$ cat config.mk
export PLATFORM = sky130hd
export DESIGN_NAME = control_fsm
export DESIGN_NICKNAME = d
export VERILOG_FILES = /design/src/rtl/control_fsm.sv
export SDC_FILE = /design/constraint.sdc
export NUM_CORES = 1
export LEC_CHECK = 0
export ABC_AREA = 1
export BUFFER_PORTS_ARGS = -buffer_cell sky130_fd_sc_hd__buf_2
export CAP_MARGIN = 15
export CORE_AREA = 10 10 47 49
export CTS_BUF_LIST = sky130_fd_sc_hd__clkbuf_2
export CTS_CLUSTER_SIZE = 8
export DETAILED_ROUTE_END_ITERATION = 16
export DIE_AREA = 0 0 57 59
export GPL_TIMING_DRIVEN = 0
export PLACE_DENSITY = 0.55
export SLEW_MARGIN = 20
export SYNTH_ARGS = -nofsm -noshare
export SYNTH_HDL_FRONTEND = slang
export SYNTH_SLANG_ARGS = --single-unit
$ cat constraint.sdc
create_clock -name clk -period 1.14 [get_ports clk]
set_input_delay 0.228 -clock clk [delete_from_list [all_inputs] [get_ports clk]]
set_output_delay 0.228 -clock clk [all_outputs]
set_load 0.1 [all_outputs]
$ cat src/rtl/control_fsm.sv
// Top-level sequencing FSM of the processor control path: fetch, execute,
// load/store wait, halt and sticky trap. The registered state code is the output.
module control_fsm (
  input  logic       clk,
  input  logic       reset_n,
  input  logic       go,
  input  logic       halt,
  input  logic       instr_alu,
  input  logic       instr_pc,
  input  logic       ld,
  input  logic       st,
  input  logic       wait_data,
  input  logic       wait_instr,
  input  logic       data_segv,
  input  logic       instr_segv,
  input  logic       invalid_instruction,
  output logic [4:0] current_state
);

  typedef enum logic [4:0] {
    HALT       = 5'b00000,
    READ_INS   = 5'b01000,
    DO         = 5'b01001,
    WAIT_LOAD  = 5'b01010,
    WAIT_STORE = 5'b01100,
    TRAP       = 5'b10000
  } state_t;

  state_t r_state;

  // Instruction class bits stay on the port list for decoder compatibility only.
  logic w_unused;
  assign w_unused = ^{instr_alu, instr_pc};

  always_ff @(posedge clk or negedge reset_n) begin
    if (!reset_n) begin
      r_state <= HALT;
    end else begin
      case (r_state)
        HALT: begin
          if (go && !halt) r_state <= READ_INS;
        end
        READ_INS: begin
          if (instr_segv)      r_state <= TRAP;
          else if (!wait_instr) r_state <= DO;
        end
        DO: begin
          if (invalid_instruction) r_state <= TRAP;
          else if (ld)             r_state <= WAIT_LOAD;
          else if (st)             r_state <= WAIT_STORE;
          else if (halt)           r_state <= HALT;
          else                     r_state <= READ_INS;
        end
        WAIT_LOAD, WAIT_STORE: begin
          if (data_segv)       r_state <= TRAP;
          else if (!wait_data) r_state <= halt ? HALT : READ_INS;
        end
        TRAP: r_state <= TRAP;
        default: r_state <= HALT;
      endcase
    end
  end

  assign current_state = r_state;

endmodule

# After elaboration in Yosys (flattened, before gate mapping)

Cells that the tools add are included.

Bits in writable memories: 0
Memories kept: 0
Bits in latches: 0
Input bits: 13
Bits in read-only memories: 0
Output and inout bits: 5
Logic and storage cells: 24
Flip-flop bits (word level): 5

Order comparisons: 0
Reduce and logical (&&, ||, !) cells: 5
Bitwise operators: 0
Multiply operators: 0
$add $sub $neg: 0
Equality and inequality tests: 8
Div/mod/pow operators: 0
Mux-type cells: 10
Shift-type cells: 0

Operator list:

| operator           | count |
|---|---|
| $mux 5             | 6 |
| $pmux 5 s5         | 1 |
| $eq 5x4->1 const B | 4 |
| $mux 4             | 3 |
| $ne 3x3->1 const B | 2 |
| $eq 5x5->1 const B | 1 |
| $logic_not 5->1    | 1 |
| $reduce_and 3->1   | 1 |
| $ne 2x2->1 const B | 1 |
| $reduce_or 2->1    | 1 |
| $logic_and 1x1->1  | 1 |
| $logic_not 1->1    | 1 |

# Depth between registers and ports, before layout

Gate-level depths: netlist (run 1).

Depth in word-level cells: 5
Mapped depth: 9

# Worst setup path before layout (run 1)

No wires, ideal clock.

Path type: reg2reg
Start: register r_state[1] (netlist: current_state[1])
End: register r_state[2] (netlist: current_state[2])
Library setup time: 0.126 ns
Stages on the path, launching flop included: 8
Setup slack: -0.656 ns
Data arrival time: 1.670 ns
Required time: 1.014 ns
Period minus slack after synthesis: 1.796 ns
Path through: dfrtp_1 > inv_1 > nand2_1 > nand2_1 > nand2_2 > nor2_4 > nor2_2 > o21ai_1

Cells in the longest elaborated chain, start to end: 4
Elaborated cells between the ends (all ways): 12

Ends and longest elaborated chain:

| what                       | line | source |
|---|---|---|
| from (decl)                | 29   | `state_t r_state;` |
| from (signal assigned)     | 56   | `else if (!wait_data) r_state <= halt ? HALT : READ_INS;` |
| $eq 5x4->1                 | 39   | `case (r_state)` |
| $reduce_or 2->1            | 39   |  |
| $ne 3x3->1 (no line)       | --   |  |
| $reduce_and 3->1 (no line) | --   |  |

Several ways; a longest one is shown, not always the timed one.
A chain may end at the register's enable or synchronous reset.

# Final worst setup path (run 1)

Start: register r_state[2] (netlist: current_state[2])
End: output port current_state[2]

RTL lines:

| what      | line | source |
|---|---|---|
| to (decl) | 17   | `output logic [4:0] current_state` |

No word-level cell between the ends.

==> results by group, run 1 <==
Hold path
  – Hold Path Class: input pin to flop

Global routing
  – Vias in the first global route: ~470
  – Remaining Overflow, GRT: 0
  – Largest net degree at the start of global routing: 8
  – Global-route wire length before repair: 1940 microns
  – Initial antenna violation count: 0
  – All-Layer GR Usage: 0.0697

Final layout
  – Layout Area Growth over Synthesis: 66.6%
  – Diode count: 0
  – Fin area: 661 sq um
  – Share of cells above drive strength 1: 0.563
  – Nets: between 100 and 150
  – Max reg flops: 5

Logic synthesis
  – Register bit total from synthesis: 5
  – Post-synthesis cell count: 64
  – Synthesized area: 397 sq um
  – Syn Nets: 77
  – Yosys warns: 0
  – Syn avg cell area: 6.20 sq um
  – Distinct cells, synth: 15
  – Sequential element share of the synthesized area: 0.315

Clocking
  – Clk slew on worst S/H paths: 0.05 ns
  – Root Buffer: clkbuf_2
  – CTS tree: done
  – Skew-Pair Late Insertion Delay: between 0.2 and 0.25 ns
  – CTS sink cnt: 5
  – Deepest clock path buffer count: 2
  – CTS H-Tree Depth: 1
  – Number of buffers created by CTS: 3

Worst setup path
  – Crit start category: flop
  – Crit-path max FO: 5
  – Slowest CP cell: dfrtp_4
  – Setup crit end kind: primary output
  – Crit path cell chain: buf_4 > buf_12
  – WP data arrival: 1.04 ns
  – Crit Path Class: flop to primary output
  – WP data required: between 0.9 and 1 ns
  – CP max stage delay: 0.50 ns

Drt
  – WL met1: 453 microns
  – Total Routed Length: 1100 microns
  – Vias per cell: 4.60
  – DR pass1 iterations: 4
  – DRC: 0
  – Vias: between 400 and 500
  – Detail Route Antenna Nets: 0
  – Met3 wire len: 76 microns
  – DR top layer: met3
  – DRC marker count from the first detailed-route iteration: 6
  – Wire length on met2: around 570 microns
  – DR WL/cell: about 11 microns

Die
  – Die W: 57 microns
  – Initial core utilization: 0.283
  – Core area: ~0.0014 sq mm
  – Io pins: 18
  – Die height: 59 microns
  – Die area: around 0.0034 sq mm
  – Cell Rows: 14

STA
  – Relative slew slack: 0.815
  – Final worst setup slack: -0.125 ns
  – FMAX: around 800 MHz
  – Worst slew pin tran: 0.280 ns
  – # setup viols final: 9
  – Period utilization: 1.11
  – Pins Over Slew Limit: 0
  – Worst clock skew: between 0.004 and 0.005 ns
  – Minimum clock period after layout: 1.26 ns
  – Final hold violations: 0
  – RSZ-0062 raised after global routing: true
  – Setup TNS: -0.508 ns

Run status
  – Failing checks: setup timing
  – Status: finished with violations

Placement
  – Buffers on Ports: 15
  – Dpl ws: -0.111 ns
  – Post-DP HPWL: roughly 900 microns
  – Routability cong.: a little over 0.8
  – Placement-stage cell area: 518 sq um

Pwr
  – Pwr dens: 2290 mW/mm^2
  – VDD IR max: 1.42 mV
  – Leak: ~0.00033 uW

Run
  – Max cap viols: 0
## path summary, 6_finish.rpt
| kind | start | to | slack (ns) | depth (start not counted) |
|---|---|---|---|---|
| setup / recovery | current_state[2] | current_state[2] | -0.12 | 2 |
| hold / removal | ld | current_state[1] | 0.23 | 3 |
| setup reg to reg | current_state[3] | current_state[3] | -0.08 | 6 |
| hold reg to reg | current_state[3] | current_state[3] | 0.62 | 2 |
| max in group asynchronous | reset_n | current_state[1] | 0.64 | 2 |
| min in group asynchronous | reset_n | current_state[4] | 0.34 | 2 |
## placed cells by master, fill, tap and decap left out
cell and n:
nand2_2 6, nor2_1 4, dfrtp_4 5, inv_2 3
buf_12 2, nand3_1 6, nand4_1 3, buf_4 4
o2111ai_1 1, nor3_2 1, buf_2 10, dlygate4sd3_1 1
clkbuf_2 4, nand3_2 2, o21ai_2 1, nor2_2 3
nand2_1 13, o21ai_1 1, inv_1 9, buf_6 2
inv_4 2, nor2_4 4
## cell type report
class / instances / area [sq um]
Clock buffer: 4 / 20.0
Fill cell: 161 / 741
Inverter: 14 / 57.6
Multi-Input combinational cell: 45 / 267
Sequential cell: 5 / 144
Tap cell: 16 / 20.0
Timing Repair Buffer: 19 / 153
## Yosys cell counts, drive strengths merged
cell | instances | area share
nor2 | 11 | 0.14
o21ai | 2 | 0.035
o2111ai | 1 | 0.022
nor3 | 1 | 0.013
nand3 | 8 | 0.11
nand4 | 3 | 0.047
inv | 14 | 0.13
nand2 | 19 | 0.19
dfrtp | 5 | 0.32
## power breakdown
part | internal, uW | leakage, uW | switching (uW)
combinational | 315 | 0.000255 | 669
clock | 92.8 | 0.0000166 | 75.1
sequential | 257 | 0.0000581 | 101
total | 665 | 0.000330 | 845
## metal layers
layer / up-vias / global-route usage
li1: 245 / -
met1: 218 / 0.0715
met4: 0 / 0.0201
met5: - / 0
met2: 11 / 0.118
met3: 0 / 0.0408
## cell families after synthesis
family | share of synthesized area
AND/OR/NAND/NOR | 0.495
AO/OA/AOI/OAI | 0.0568
buffers and inverters | 0.132
flip-flops | 0.315
## worst max-delay path, delay by kind of cell, from the launching register on
kind     cells  cell delay (ns)
flops        1             0.50
buf+inv      2             0.31
## per-stage QoR
| step | cells | utilization | power, uW | hold WS, ns |
|---|---|---|---|---|
| 2_1_floorplan | 64 | - | 1000 | -0.0676 |
| 3_3_place_gp | 95 | 0.370 | 1160 | 0.0480 |
| 3_5_place_dp | 95 | 0.370 | 1160 | 0.0507 |
| 4_1_cts | 101 | 0.437 | 1440 | 0.228 |
| 5_1_grt | 103 | 0.471 | 1630 | 0.237 |
| 6_report | 103 | 0.471 | 1510 | 0.229 |
## what timing repair did
item,in CTS,in global routing
setup buffers,1,2
endpoints found under the setup margin,9,10
hold endpoints to repair,5,0
gates cloned,0,0
hold buffers,1,0
resized for setup,18,9
pin swaps,5,2
No activity file was read; power rests on OpenSTA's default activity.
==> inputs of run 2 (changes only) <==
Settings changed: PLACE_DENSITY 0.55 to 0.58.
==> run 2 against run 1 <==
Effect of this change: the flow still finishes with violations (setup timing); maximum frequency increased by 2.6%; final area increased by 2.8%; sequential share of layout area decreased by 0.60 points; clock power about the same; core utilization increased by 1.3 points; largest cell class unchanged; largest power group unchanged; highest routed layer is now met4.
==> results by group, run 2 (synthesis gave the netlist of run 1 again) <==
Worst setup path
  – Slowest CP cell: dfrtp_4
  – Crit start category: flop
  – WP data required: 1.25 ns
  – Most used cell along the critical path: nand2_1
  – Crit Path Class: flop to flop
  – CP max stage delay: between 0.5 and 0.6 ns
  – Setup crit end kind: flop
  – Crit path cell chain: inv_4 > nand2_2 > nor2_4 > nand2_2 > nand2_1 > nor2_2 > nand2_1 > nand2_1
  – WP data arrival: 1.35 ns
  – Crit-path max FO: 5

Global routing
  – Largest net degree at the start of global routing: 8
  – Vias in the first global route: around 500
  – Remaining Overflow, GRT: 0
  – Initial antenna violation count: 0
  – Global-route wire length before repair: 1940 microns
  – All-Layer GR Usage: 0.0742

Placement
  – Routability cong.: 0.831
  – Buffers on Ports: 15
  – Placement-stage cell area: 518 sq um
  – Post-DP HPWL: between 900 and 1000 microns

Die
  – Initial core utilization: 0.283
  – Io pins: 18
  – Core area: 0.00140 sq mm
  – Cell Rows: 14
  – Die height: 59 microns
  – Die W: 57 microns
  – Die area: 0.00336 sq mm

STA
  – Worst slew pin tran: 0.205 ns
  – Final worst setup slack: -0.0926 ns
  – Relative slew slack: 0.864
  – FMAX: roughly 800 MHz
  – Final hold violations: 0
  – Setup TNS: -0.414 ns
  – Minimum clock period after layout: 1.23 ns
  – Pins Over Slew Limit: 0
  – Worst clock skew: 0.000631 ns
  – # setup viols final: 8
  – Period utilization: 1.08
  – RSZ-0062 raised after global routing: true

Drt
  – Detail Route Antenna Nets: 0
  – DR WL/cell: around 12 microns
  – Vias: 473
  – Total Routed Length: 1230 microns
  – DRC marker count from the first detailed-route iteration: 7
  – Vias per cell: 4.64
  – DRC: 0
  – DR pass1 iterations: 4

Clocking
  – CTS tree: done
  – Number of buffers created by CTS: 3
  – CTS H-Tree Depth: 1
  – Clk slew on worst S/H paths: roughly 0.05 ns
  – Root Buffer: clkbuf_2
  – Skew-Pair Late Insertion Delay: around 0.22 ns
  – Deepest clock path buffer count: 2
  – CTS sink cnt: 5

Final layout
  – Most common cell after layout, fill and taps aside: nand2_1
  – Fillers: 160
  – Most frequent cells in the layout: nand2_1, buf_2, inv_1
  – Layout Area Growth over Synthesis: 71.3%
  – Diode count: 0
  – Max reg flops: 5
  – Share of cells above drive strength 1: 0.570
  – Nets: 100
  – Fin area: ~680 sq um

Hold path
  – Hold Path Class: input pin to flop

Run status
  – Failing checks: setup timing
  – Status: finished with violations

Pwr
  – Leak: 0.000334 uW
  – Pwr dens: ~2400 mW/mm^2
  – VDD IR max: 1.62 mV

Run
  – Max cap viols: 0
[run 2: power breakdown]
group / leakage, uW / internal [uW] / total, uW / switching [uW]
clock network: 0.0000166 / 92.7 / 167 / 74.3
logic: 0.000260 / 387 / 1070 / 684
registers: 0.0000581 / 257 / 379 / 122
[run 2: per-stage QoR]
stage	total power [uW]	util	cells	setup slack [ns]	hold WS, ns
after floorplan	1000	-	64	-0.194	-0.0676
after global placement	1160	0.370	95	-0.107	0.0474
after CTS	1480	0.438	102	-0.0933	0.226
after detailed placement	1170	0.370	95	-0.114	0.0503
final	1620	0.485	102	-0.0926	0.238
after global routing	1740	0.485	102	-0.153	0.219
[run 2: final cells by class]
| cell class | count | area (sq um) | area share |
|---|---|---|---|
| clock buffer | 4 | 20.0 | 0.0295 |
| inverter | 14 | 60.1 | 0.0884 |
| multi-input combinational | 45 | 274 | 0.403 |
| sequential | 5 | 144 | 0.212 |
| tap | 16 | 20.0 | 0.0295 |
| timing repair buffer | 18 | 161 | 0.238 |
[run 2: routing by layer]
layer / routed length [microns] / part of all wire / GRT usage
met3: 119 / 0.097 / 0.0601
met5: 0 / 0 / 0
met2: 653 / 0.53 / 0.127
met4: 11 / 0.0089 / 0.0268
met1: 447 / 0.36 / 0.0636
[run 2: path summary, 6_finish.rpt]
path	start	end	slack [ns]	cells past startpoint
hold reg to reg	current_state[3]	current_state[3]	0.65	2
setup reg to reg	current_state[2]	current_state[3]	-0.09	8
hold / removal	ld	current_state[1]	0.24	3
setup / recovery	current_state[2]	current_state[3]	-0.09	8
min in group asynchronous	reset_n	current_state[4]	0.35	2
max in group asynchronous	reset_n	current_state[1]	0.64	2
[run 2: critical path, delay by kind of cell, from the launching register on]
family                 cells  cell delay [ns]
flip-flops                 1             0.53
AND/OR/NAND/NOR            7             0.51
buffers and inverters      1             0.09
[run 2: timing repair]
item                                    CTS  global route
endpoints found under the setup margin    9            10
hold buffers                              1             0
endpoints found under the hold margin     5             0
pin swaps                                 2             1
buffers inserted                          2             0
gates resized for setup                  16            18
==> inputs of run 3 (changes only) <==
--- a/config.mk
+++ b/config.mk
@@ -15,5 +15,5 @@
 export DIE_AREA = 0 0 57 59
 export GPL_TIMING_DRIVEN = 0
-export PLACE_DENSITY = 0.58
+export PLACE_DENSITY = 0.61
 export SLEW_MARGIN = 20
 export SYNTH_ARGS = -nofsm -noshare
==> constraint.sdc (replaced) <==
create_clock -name clk -period 1.14 [get_ports clk]
set_input_delay 0.114 -clock clk [delete_from_list [all_inputs] [get_ports clk]]
set_output_delay 0.114 -clock clk [all_outputs]
set_load 0.005 [all_outputs]
==> run 3 against run 2 <==
Effect of this change: the run still ends with setup timing left; clock power decreased by 5%; sequential share of layout area decreased by 1.1 points; combinational power decreased by 27%; final area decreased by 4.6%; first-iteration DRC count decreased by 71%; worst setup slack improved by 0.018 ns; wire length increased by 8.1%; sequential power decreased by 12%; via count increased by 1.3%; register-to-register slack improved by 0.02 ns; power decreased by 21%; critical path type unchanged; largest cell class unchanged.
==> results by group, run 3 (synthesis gave the netlist of run 1 again) <==
Worst setup path
  – WP data required: about 1.2 ns
  – Crit-path max FO: 7
  – Crit path launch: current_state[3]
  – Setup crit end kind: flop
  – Buf/Inv on CP: 1
  – Crit path cell chain: nand2_2 > nor2_4 > nand2_2 > nor2_4 > inv_2 > nand3_2 > nor2_1
  – Slowest CP cell: dfrtp_2
  – CP max stage delay: 0.48 ns
  – Crit Path Class: flop to flop
  – Crit start category: flop
  – Crit-path leading delay family: simple AND/OR/NAND/NOR gates
  – RR Startpoint: current_state[3]
  – WP data arrival: 1.30 ns

Drt
  – DR pass1 iterations: 4
  – Vias: 479
  – Total Routed Length: 1330 microns
  – DR WL/cell: between 10 and 15 microns
  – Detail Route Antenna Nets: 0
  – DRC: 0
  – Vias per cell: 4.52
  – DRC marker count from the first detailed-route iteration: 2

Clocking
  – CTS H-Tree Depth: 1
  – Deepest clock path buffer count: 2
  – Root Buffer: clkbuf_2
  – Skew-Pair Late Insertion Delay: 0.21 ns
  – Clk slew on worst S/H paths: 0.05 ns
  – CTS sink cnt: 5
  – CTS tree: done
  – Number of buffers created by CTS: 3

Final layout
  – Finished Layout Cells: 106
  – Max reg flops: 5
  – Nets: 104
  – Diode count: 0
  – Most common cell after layout, fill and taps aside: buf_2
  – Most frequent cells in the layout: buf_2, inv_1, nand2_2
  – Share of cells above drive strength 1: 0.611
  – Fin util: 0.463
  – Layout Area Growth over Synthesis: 63.4%
  – Fillers: 154

Pwr
  – Sw Pwr: 586 uW
  – Leak: 0.000345 uW
  – Flop pwr share: 0.263
  – Sw Share: 0.461
  – Combinational fraction of design power: 0.613
  – Internal power: 685 uW
  – Clock share of power: 0.124
  – VDD IR max: 1.20 mV
  – Pwr dens: roughly 2000 mW/mm^2

Die
  – Die W: 57 microns
  – Io pins: 18
  – Initial core utilization: 0.283
  – Die area: 0.00336 sq mm
  – Die height: around 59 microns
  – Core area: 0.00140 sq mm
  – Cell Rows: 14

STA
  – Worst clock skew: 0.00163 ns
  – # setup viols final: 4
  – Worst slew pin tran: between 0.2 and 0.25 ns
  – Final worst setup slack: -0.0745 ns
  – Relative slew slack: 0.861
  – Final hold violations: 0
  – Pins Over Slew Limit: 0
  – Period utilization: 1.07
  – FMAX: 823 MHz
  – RSZ-0062 raised after global routing: true
  – Minimum clock period after layout: 1.21 ns

Placement
  – Buffers on Ports: 15
  – Post-DP HPWL: between 800 and 900 microns
  – Routability cong.: 0.787
  – Placed insts: 95

Run status
  – Status: finished with violations
  – Failing checks: setup timing

Global routing
  – Initial antenna violation count: 0
  – All-Layer GR Usage: 0.0737
  – Vias in the first global route: 522
  – Largest net degree at the start of global routing: 8
  – Remaining Overflow, GRT: 0
  – Global-route wire length before repair: 2080 microns

Hold path
  – Hold Path Class: input pin to flop
  – Hold wc startpoint: ld

Run
  – Max cap viols: 0
==> run 3: cell count changes in the layout (fill, tap and decap cells not counted), sizes merged <==
cell / delta
buf: +4
==> run 3: final timing paths <==
path	end	slack, ns	depth (start not counted)
min reg2reg	current_state[3]	0.64	2
max	current_state[0]	-0.07	7
min in group asynchronous	current_state[1]	0.25	2
max reg2reg	current_state[0]	-0.07	7
min	current_state[1]	0.15	3
max in group asynchronous	current_state[3]	0.75	2
==> run 3: power groups by stage <==
stage	combinational [uW]	sequential, uW	clock (uW)
finish	779	335	158
global route	865	338	180
CTS	602	302	169
detailed placement	475	294	0
global placement	469	290	0
floorplan	332	286	0
==> run 3: final cells by class <==
cell class / instances / area, sq um / share of cell area
Multi-Input combinational cell: 45 / 290 / 0.448
Sequential cell: 5 / 130 / 0.201
Timing Repair Buffer: 22 / 130 / 0.201
Inverter: 14 / 57.6 / 0.0888
Clock buffer: 4 / 20.0 / 0.0309
Tap cell: 16 / 20.0 / 0.0309
==> run 3: tightest hold or removal path, delay by kind of cell <==
kind | cells | cell delay [ns]
simple gates | 1 | 0.06
compound gates | 1 | 0.06
buf+inv | 1 | 0.09
==> run 3: layer usage <==
| layer | global-route usage | routed length, microns |
|---|---|---|
| met5 | 0 | 0 |
| met4 | 0.0503 | 13 |
| met1 | 0.0861 | 559 |
| met3 | 0.0172 | 64 |
| met2 | 0.116 | 694 |
==> run 3: repair_timing <==
item | CTS | global route
gates resized for setup | 13 | 16
setup buffers | 4 | 2
hold endpoints to repair | 5 | 0
pin swaps | 3 | 10
endpoints found under the setup margin | 4 | 5
hold buffers | 1 | 0
==> run 3: stage by stage <==
stage                     worst slack, ns  total power (uW)  cell area (sq um)  setup TNS (ns)  hold slack [ns]
final                             -0.0745              1270                648          -0.246            0.152
after global routing               -0.152              1380                648          -0.561            0.130
after CTS                         -0.0412              1070                584         -0.0412            0.133
after detailed placement          -0.0934               769                492          -0.216          -0.0697
after global placement            -0.0794               760                492          -0.187          -0.0718
after floorplan                    0.0345               618                397               0           -0.182
